===== config.mk =====
export PLATFORM = sky130hd
export DESIGN_NAME = instr_sequencer
export DESIGN_NICKNAME = d
export VERILOG_FILES = /design/src/rtl/instr_sequencer_pkg.sv /design/src/rtl/instr_seq_retire_cnt.sv /design/src/rtl/instr_sequencer.sv
export SDC_FILE = /design/constraint.sdc
export NUM_CORES = 1
export LEC_CHECK = 0
export CORE_AREA = 5 5 44 50
export DETAILED_ROUTE_END_ITERATION = 6
export DIE_AREA = 0 0 49 55
export HOLD_SLACK_MARGIN = 0.06
export PLACE_DENSITY_LB_ADDON = 0.25
export SYNTH_ARGS = -nofsm -noshare
export SYNTH_HDL_FRONTEND = slang
export SYNTH_SLANG_ARGS = --single-unit

===== constraint.sdc =====
create_clock -name clk -period 1.75 [get_ports clk]
set_input_delay 0.175 -clock clk [delete_from_list [all_inputs] [get_ports clk]]
set_output_delay 0.175 -clock clk [all_outputs]
set_load 0.05 [all_outputs]

===== src/rtl/instr_sequencer_pkg.sv =====
// Shared definitions for the instruction sequencer: FSM state encodings,
// the opcodes that steer the sequence, and the PC source select codes.
package instr_sequencer_pkg;

  typedef enum logic [2:0] {
    FETCH  = 3'd0,
    DECODE = 3'd1,
    EXEC   = 3'd2,
    MEM    = 3'd3,
    WB     = 3'd4
  } state_t;

  // Opcodes with dedicated sequencing; every other opcode is an ALU op.
  localparam logic [5:0] JUMP = 6'h02;
  localparam logic [5:0] BEQ  = 6'h04;
  localparam logic [5:0] LDW  = 6'h23;
  localparam logic [5:0] SDW  = 6'h2B;

  // PC source select.
  localparam logic [1:0] PC_SEL_SEQ    = 2'b00;  // PC + 4
  localparam logic [1:0] PC_SEL_BRANCH = 2'b01;  // branch target
  localparam logic [1:0] PC_SEL_JUMP   = 2'b10;  // jump target

  // True for opcodes that need a data-memory access.
  function automatic logic is_mem_op(input logic [5:0] op);
    return (op == LDW) || (op == SDW);
  endfunction

endpackage


===== src/rtl/instr_seq_retire_cnt.sv =====
// Retired-instruction counter: counts cycles in which the PC is updated,
// which happens exactly once per instruction. Wraps naturally at 2^32.
module instr_seq_retire_cnt (
  input  logic        clk,
  input  logic        rst_n,
  input  logic        i_inc,
  output logic [31:0] o_count
);

  logic [31:0] r_count;

  // Count one per retiring instruction; wrap from all-ones to zero.
  always_ff @(posedge clk or negedge rst_n) begin
    if (!rst_n) begin
      r_count <= '0;
    end else if (i_inc) begin
      r_count <= r_count + 32'd1;
    end
  end

  assign o_count = r_count;

endmodule


===== src/rtl/instr_sequencer.sv =====
// Multi-cycle instruction sequencer: FETCH -> DECODE -> EXEC -> [MEM] -> [WB].
// Outputs are decoded from the current state, the opcode latched in DECODE
// and the ALU zero flag, so the raw opcode input is ignored after DECODE.
// Optional feature: define INSTR_SEQ_RETIRE_CNT_EN to add the retire_cnt
// output, driven by the instr_seq_retire_cnt sub-module.
module instr_sequencer (
  input  logic        clk,
  input  logic        rst_n,
  input  logic [5:0]  opcode,
  input  logic [4:0]  rwd,
  input  logic        zero,
  output logic        imem_req,
  input  logic        imem_ack,
  output logic        dmem_req,
  output logic        dmem_we,
  input  logic        dmem_ack,
  output logic        ir_load,
  output logic        pc_load,
  output logic [1:0]  pc_sel,
  output logic        alu_en,
  output logic        reg_we,
  output logic [2:0]  state
`ifdef INSTR_SEQ_RETIRE_CNT_EN
  ,
  output logic [31:0] retire_cnt
`endif
);

  import instr_sequencer_pkg::*;

  state_t     r_state;
  state_t     w_state_next;
  logic [5:0] r_opcode;
  // Holds imem_req low during reset and until the first edge after release.
  logic       r_run;

  // State register, opcode latch (captured in DECODE) and run-enable flag.
  always_ff @(posedge clk or negedge rst_n) begin
    if (!rst_n) begin
      r_state  <= FETCH;
      r_opcode <= '0;
      r_run    <= 1'b0;
    end else begin
      r_run   <= 1'b1;
      r_state <= w_state_next;
      if (r_state == DECODE) begin
        r_opcode <= opcode;
      end
    end
  end

  // Next-state and output decode; everything defaults to inactive.
  always_comb begin
    w_state_next = r_state;
    imem_req     = 1'b0;
    ir_load      = 1'b0;
    dmem_req     = 1'b0;
    dmem_we      = 1'b0;
    pc_load      = 1'b0;
    pc_sel       = PC_SEL_SEQ;
    alu_en       = 1'b0;
    reg_we       = 1'b0;
    case (r_state)
      FETCH: begin
        if (r_run) begin
          imem_req = 1'b1;
          if (imem_ack) begin
            ir_load      = 1'b1;
            w_state_next = DECODE;
          end
        end
      end
      DECODE: begin
        w_state_next = EXEC;
      end
      EXEC: begin
        alu_en = 1'b1;
        if (r_opcode == JUMP) begin
          pc_load      = 1'b1;
          pc_sel       = PC_SEL_JUMP;
          w_state_next = FETCH;
        end else if (r_opcode == BEQ) begin
          pc_load      = 1'b1;
          pc_sel       = zero ? PC_SEL_BRANCH : PC_SEL_SEQ;
          w_state_next = FETCH;
        end else if (is_mem_op(r_opcode)) begin
          w_state_next = MEM;
        end else begin
          w_state_next = WB;
        end
      end
      MEM: begin
        dmem_req = 1'b1;
        dmem_we  = (r_opcode == SDW);
        if (dmem_ack) begin
          if (r_opcode == SDW) begin
            // A store has nothing to write back: it retires here.
            pc_load      = 1'b1;
            pc_sel       = PC_SEL_SEQ;
            w_state_next = FETCH;
          end else begin
            w_state_next = WB;
          end
        end
      end
      WB: begin
        reg_we       = (rwd != 5'd0);
        pc_load      = 1'b1;
        pc_sel       = PC_SEL_SEQ;
        w_state_next = FETCH;
      end
      default: begin
        w_state_next = FETCH;
      end
    endcase
  end

  assign state = r_state;

`ifdef INSTR_SEQ_RETIRE_CNT_EN
  instr_seq_retire_cnt u_retire_cnt (
    .clk     (clk),
    .rst_n   (rst_n),
    .i_inc   (pc_load),
    .o_count (retire_cnt)
  );
`else
  // No retire counter in this build.
`endif

endmodule

# After elaboration in Yosys (flattened, before gate mapping)
# Cells that the tools add are included.
# classes
n_reduce_logical	4
mux	26
eq_ne	11
# op_table
op	n
$mux 3	7
$mux 1	15
$eq 6x6->1 const B	2
$pmux 3 s4	1
$eq 3x2->1 const B	2
$eq 6x2->1 const B	1
$eq 6x3->1 const B	1
$ne 2x2->1 const B	3
$reduce_bool 5->1	1
$mux 2	2
$eq 3x1->1 const B	1
$eq 3x3->1 const B	1
$logic_not 3->1	1
$pmux 1 s3	1
$reduce_and 3->1	1
$logic_or 1x1->1	1
# word_totals
output_inout_bits	12
inputBits	16
ff_bits	10

# Depth between registers and ports, before layout
# Gate-level depths: netlist (run 1).
# logic_depth
ltp_word	6
ltp_mapped	4
depth_no_buf	3

# Least setup slack after synthesis (run 1)
# Ideal clock, no wire load.
# synth_path
kind	reg-to-output
from	register r_state[1], in the netlist state[1]
to	output port pc_sel[0]
slack_ns	-1.880
path_stages_with_launch	5
t_required_ns	1.575
t_arrival_ns	3.455
cell_sequence	dfrtp_1 > buf_4 > nor3b_1 > nand2_1 > nor3_1
# synth_via
elab_chain_cells	2
# synth_rtl
element	line_no	rtl
start, declared	instr_sequencer.sv:31	state_t r_state;
start signal, assigned	instr_sequencer.sv:45	r_state <= w_state_next;
$eq 3x2->1	instr_sequencer.sv:63	case (r_state)
$mux 2	-	
end, declared	instr_sequencer.sv:19	output logic [1:0] pc_sel,
# No other way between the ends.

# Worst setup path after layout (run 1)
# layout_path
from	register r_opcode[0]
to	output port pc_load
# layout_via
elab_chain_cells	4
# layout_rtl
element	line_no	rtl
start, declared	instr_sequencer.sv:33	logic [5:0] r_opcode;
start signal, assigned	instr_sequencer.sv:47	r_opcode <= opcode;
$eq 6x6->1 / $eq 6x3->1 (equally long branches)	instr_sequencer.sv:96, instr_sequencer.sv:82	
$mux 1 (on tied branches)	instr_sequencer.sv:96, instr_sequencer.sv:82	
$mux 1 (on tied branches)	instr_sequencer.sv:95, instr_sequencer.sv:78	
$pmux 1 s3 (*)	instr_sequencer.sv:63	
end, declared	instr_sequencer.sv:18	output logic pc_load,
# Mark *: on every way between the ends. The rest lies on a longest branch, timed or not.

==> flow_metrics.tcl, run 1 <==
set metrics [dict create \
    drcViolationCount 0 \
    maxCapViolCount 0 \
    n_fill_cell 122 \
    ys.flop_type "dfrtp_1" \
    grt_use_total_pct 14.42 \
    cts_buffer_depth 2 \
    grt_max_degree 11 \
    io_pins 28 \
    numPortBuffers 27 \
    antenna_cells 0 \
    hpwl_um 1312 \
    reg2reg_depth 4 \
    ctsHtreeMaxLevel 1 \
    ys_async_sr_fraction_pct 100.0 \
    p_seq_share_pct 21.6 \
    net-switching-power_uw 774.7 \
    routed_wl_um 1839 \
    r2r_start "state[2]" \
    layout-drive-gt1-share_pct 60.19 \
    syn-num-nets 71 \
    overflow 0 \
    synth_edf_count 0 \
    crit_arrival_ps 1670 \
    clock_sinks 10 \
    dr_total_vias 599 \
    synth_cell_types 28 \
    clk_pin_slew_ps 60 \
    drv_slew 0 \
    outcome "complete, but fails checks" \
    grtUsageMet2_pct 28.48 \
    die_area_sq_um 2695 \
    power_density_nw_per_um2 1520 \
    start_kind "register" \
    endpoint_kind "output port" \
    drt-pass1-iter-count 4 \
    area_growth_pct 105.9 \
    worst_skew_pair.late_latency_ps 260 \
    grt_pass1_wl_um 2973 \
    viasPerCell 4.950 \
    total_power_uw 1868 \
    critPathBufInv 1 \
    wire_per_inst_um 15.20 \
    max_stage_delay_ps 550 \
    die_w_um 49 \
    crit_chain "or4_4 -> nor3b_2 -> a221o_2 -> buf_12" \
    p_clk_share_pct 10.9 \
    layout_setup_ws_ps -95.57 \
    violations "setup timing" \
    critPathLaunch "r_opcode[0]" \
    rows 16 \
    swShare_pct 41.47 \
    finalSetupViolations 1 \
    min_period_ps 1846 \
    yosys_warnings 0 \
    nets 120 \
    cts_buffers 3 \
    vdd_ir_drop_max_v 0.0009257 \
    critical_path_depth 4 \
    use_met3_pct 4.826 \
    avgSynthCellArea_sq_um 10.85 \
    core_sq_um 1682 \
    cp_max_fo 2 \
    critPathKind "reg2out" \
    cts_root_buf "clkbuf_4" \
    ys_ff_latch 10 \
    tritoncts "done" \
    slowest_stage "or4_4" \
    drtIter0Drc 2 \
    reg2reg_to "r_opcode[1]" \
    regToRegSetupSlack_ps 210 \
    antenna_found_initial 0 \
    fmax_mhz 541.8 \
    grt.busiest_layer "met2" \
    ant_nets 0 \
    internal_power_uw 1094 \
    dp.cells 103 \
    fin_skew_ps 1.811 \
    rsz0062_at_grt "true" \
    power.leakage_uw 0.0005114 \
    die_h_um 55 \
    pwr-share-comb_pct 67.5 \
    synthCells 55 \
    crit_required_ps 1570 \
    final_cells 121 \
    place.gp.congestion 0.7593 \
    hold_viol_final 0 \
    finalCritPeriodShare_pct 105.5 \
    ys_seq_area_share_pct 41.93 \
    hold_buffers 0 \
    met1_usage_pct 14.12 \
    grt_pass1_vias 642 \
    crit_end "pc_load" \
    hold_path_class "in2async" \
    initial_core_util_pct 35.49 \
    synth_area_sq_um 596.8 \
    crit_family "simple AND/OR/NAND/NOR gates" \
]
[power groups by stage]
stage               sequential (uW)  clock (uW)  combinational (uW)
global route                    420         226                1330
global placement                448           0                 927
floorplan                       510           0                 517
detailed placement              457           0                 941
CTS                             399         214                1210
finish                          403         204                1260
[cell usage after synthesis, drive strengths merged, types with 2 or more instances]
| master | count | area share, % |
|---|---|---|
| a21oi | 3 | 2.5 |
| and3b | 2 | 3.6 |
| buf | 2 | 3.1 |
| dfrtp | 10 | 42 |
| mux2 | 6 | 11 |
| nand2 | 6 | 3.8 |
| nand4b | 2 | 2.9 |
| nor2 | 3 | 1.9 |
| nor3 | 2 | 1.7 |
| nor3b | 3 | 6.5 |
| nor4 | 2 | 2.1 |
| o21ai | 2 | 1.7 |
[per-layer routing]
metal | up-vias | wire (um)
li1 | 304 | -
met1 | 271 | 699
met2 | 22 | 972
met3 | 2 | 149
met4 | 0 | 19
met5 | - | 0
[cell type report]
cell class | instances | area [sq um] | share of cell area (%)
well taps | 18 | 22.52 | 1.833
repair buffers | 46 | 495.5 | 40.33
multi-input cells | 43 | 420.4 | 34.22
clock buffers | 4 | 36.28 | 2.953
flip-flops and latches | 10 | 254.0 | 20.67
[cells in the final DEF (no fill, tap or decap), drive strengths merged, types with 2 or more instances in the layout]
master and n:
a21oi 3, and3b 2, buf 31, clkbuf 4, clkdlybuf4s50 15, dfrtp 10
mux2 6, nand2 6, nand4b 2, nor2 3, nor3 2, nor3b 3
nor4 2, o21ai 2
[logic make-up after synthesis]
kind of cell,share of synthesized area [%]
other,0.6283
DFF,41.93
xor gates and xnor gates,1.468
muxes,11.32
and+or+nand+nor,32.08
AOI/OAI and AO/OA,9.435
buffers and inverters,3.145
[worst min-delay path by stage]
| stage | startpoint | to | depth (start not counted) | slack [ps] |
|---|---|---|---|---|
| 2_1_floorplan | rst_n | r_opcode[0] | 0 | -120 |
| 3_3_place_gp | rst_n | r_opcode[2] | 1 | 500 |
| 3_5_place_dp | rst_n | r_opcode[1] | 1 | 520 |
| 4_1_cts | rst_n | r_opcode[1] | 1 | 220 |
| 5_1_grt | rst_n | r_opcode[1] | 1 | 240 |
| 6_report | rst_n | r_opcode[0] | 1 | 230 |
[through the flow]
| stage | setup TNS [ps] | utilization (%) | hold WS [ps] | worst slack (ps) | cell area, sq um |
|---|---|---|---|---|---|
| after floorplan | -807.4 | - | -120.6 | -293.1 | 654.4 |
| after global placement | 0 | 62.13 | 503.3 | 133.2 | 1045 |
| after detailed placement | 0 | 62.13 | 515.3 | 115.9 | 1045 |
| after CTS | -122.0 | 71.65 | 222.6 | -122.0 | 1205 |
| after global routing | -248.3 | 73.07 | 244.2 | -159.1 | 1229 |
| final | -95.57 | 73.07 | 229.8 | -95.57 | 1229 |
[registers in the layout (all words and copies together), names as in the netlist]
signal    cells
state         3
r_run         1
r_opcode      6
[timing repair]
action,in CTS,in global routing
hold endpoints to repair,0,0
resized for setup,4,3
pin swaps,4,5
setup endpoints to repair,3,5
setup buffers,13,1
No activity file was read; power rests on OpenSTA's default activity.
==> run 2, diff against run 1 <==
- ABC_AREA: unset -> 1
- CAP_MARGIN: unset -> 40
- CORE_AREA: 5 5 44 50 -> 5 5 43 49
- CTS_BUF_LIST: unset -> sky130_fd_sc_hd__clkbuf_4
- DIE_AREA: 0 0 49 55 -> 0 0 48 54
==> run 2 against run 1 <==
The flow now finishes without violations. Sequential share of layout area is 3.2 points higher. Critical path depth did not move. Area after synthesis grew 1.7%. First-iteration DRC count up 100%. Register-to-register slack improved by 270 ps. Die area down 3.8%. Synthesized cell count up 36%. Count of clock-buffer cells in the layout decreased by 1. Fmax grew 12%. Non-clock buffer count shrank 14. Clock skew grew 4.0 ps. Routed wire length is 15% lower. Largest power group unchanged.
==> flow_metrics.tcl, run 2 <==
set metrics [dict create \
    hold_path_class "in2async" \
    ys.flop_type "dfrtp_1" \
    nets 128 \
    cp_max_fo 7 \
    synth_top_area_share_pct 41.24 \
    numPortBuffers 27 \
    clock_sinks 10 \
    antenna_found_initial 0 \
    endpoint_kind "output port" \
    synth_edf_count 0 \
    critPathLaunch "state[0]" \
    final_cell_mix "nor2_1, clkdlybuf4s50_1" \
    routed_wl_um 1565 \
    ys_seq_area_share_pct 41.24 \
    largest_reg_flops 6 \
    overflow 0 \
    drt-pass1-iter-count 4 \
    drtIter0Drc 4 \
    grt_max_degree 11 \
    initial_core_util_pct 36.97 \
    grt_pass1_vias 568 \
    ys_ff_latch 10 \
    regMostFlops "r_opcode" \
    hold_viol_final 0 \
    final_common_cell "nor2_1" \
    timing.hold.ws_ps 224.1 \
    wire_per_inst_um 12.13 \
    cts_buffer_depth 2 \
    yosysTopAreaCell "dfrtp_1" \
    drv_slew 0 \
    synth_area_sq_um 606.8 \
    worst_skew_pair.late_latency_ps 260 \
    cts_root_buf "clkbuf_4" \
    critPathKind "reg2out" \
    outcome "finished, final reports clean" \
    antenna_cells 0 \
    fmax_mhz 604.8 \
    rows 16 \
    grt_pass1_wl_um 2359 \
    ant_nets 0 \
    min_period_ps 1653 \
    syn-num-nets 91 \
    power_density_nw_per_um2 1493 \
    r2r_start "state[2]" \
    layout_setup_ws_ps 96.66 \
    vdd_ir_drop_max_v 0.0006889 \
    fin_skew_ps 5.837 \
    finalSetupViolations 0 \
    yosys_warnings 0 \
    synth_cell_types 18 \
    area_growth_pct 77.11 \
    pre_cts_slack_ps 282.7 \
    ys_async_sr_fraction_pct 100.0 \
    place.gp.congestion 0.7020 \
    layout-drive-gt1-share_pct 34.23 \
    ctsHtreeMaxLevel 1 \
    die_h_um 54 \
    die_w_um 48 \
    finalCritPeriodShare_pct 94.48 \
    avgSynthCellArea_sq_um 8.091 \
    crit_arrival_ps 1480 \
    power.leakage_uw 0.0005031 \
    dr_total_vias 609 \
    die_area_sq_um 2592 \
    synthCells 75 \
    netlist_top_cells_count "nor2_1, dfrtp_1, nand2_1" \
    final_util_pct 65.47 \
    drcViolationCount 0 \
    start_kind "register" \
    cts_buffers 3 \
    io_pins 28 \
    crit_required_ps 1570 \
    grt_use_total_pct 13.67 \
    clk_pin_slew_ps 70 \
    synth_area_leaders "dfrtp_1, nor2_1, mux2_4, nand2_1, inv_1" \
    yosys.cell_count.top_type "nor2_1" \
    viasPerCell 4.721 \
    core_sq_um 1642 \
    maxCapViolCount 0 \
    rsz0062_at_grt "false" \
    hold_buffers 0 \
    tritoncts "done" \
    total_power_uw 1604 \
    hpwl_um 1287 \
]
==> run 2: cell types whose count changed after synthesis, moves of 3 or more <==
cell | previous run | this run
mux2_4 | 0 | 3
mux2_2 | 6 | 0
nor2_1 | 3 | 22
nand3b_1 | 0 | 3
nand3_1 | 0 | 4
inv_1 | 0 | 8
nand2_1 | 6 | 9
==> run 2: what timing repair did <==
item	4_1_cts	5_1_grt
setup endpoints to repair	1	2
pin swaps	0	3
buffers inserted	0	5
hold endpoints to repair	0	0
gates resized for setup	1	2
==> run 2: through the flow <==
stage	cell area, sq um	TNS (ps)	cells
6_report	1075	0	129
5_1_grt	1075	0	129
4_1_cts	1030	0	124
3_5_place_dp	998.5	0	120
3_3_place_gp	998.5	0	120
2_1_floorplan	633.1	-178.5	75
==> run 2: critical path, stage by stage, from the launching register on <==
cell and delay, ps:
dfrtp_4 540, nor3_2 250, inv_1 110, nor2_2 150
buf_12 150
==> run 2: per-layer routing <==
| layer | routed length, um | vias up | GRT usage [%] |
|---|---|---|---|
| met3 | 117 | 4 | 2.007 |
| met2 | 785 | 24 | 24.01 |
| met5 | 0 | - | 0 |
| met1 | 611 | 265 | 13.03 |
| li1 | - | 316 | - |
| met4 | 51 | 0 | 12.11 |
==> run 2: logic make-up after synthesis <==
group / count (synthesis) / share of synthesized area, %
buffers and inverters: 9 / 5.567
multiplexers: 3 / 7.422
other: 1 / 0.6180
AO/OA/AOI/OAI: 5 / 4.535
AND/OR/NAND/NOR: 47 / 40.62
flip-flops: 10 / 41.24
==> run 2: path summary, 6_finish.rpt <==
kind,endpoint,slack (ps),cells past startpoint
max,imem_req,100,4
min,r_opcode[4],220,1
max reg2reg,state[0],480,6
min reg2reg,r_opcode[5],570,2
max in group asynchronous,state[0],1180,1
min in group clk,r_opcode[5],490,3
==> run 2: power breakdown <==
group	switching, uW	total (uW)	internal, uW
combinational	548	984	436
clock	75.6	158	82.2
sequential	123	463	340
==> run 2: cell type report <==
cell class,count,area (sq um)
clock buffer,3,22.52
sequential,10,256.5
inverter,9,36.28
clock inverter,1,3.754
tap,18,22.52
timing repair buffer,32,380.4
multi-input combinational,56,352.8
fill,143,566.8
==> run 3, diff against run 2 <==
- SLEW_MARGIN: unset -> 15
==> results of run 3 <==
Final layout, timing and power as in run 2 (identical DEF).
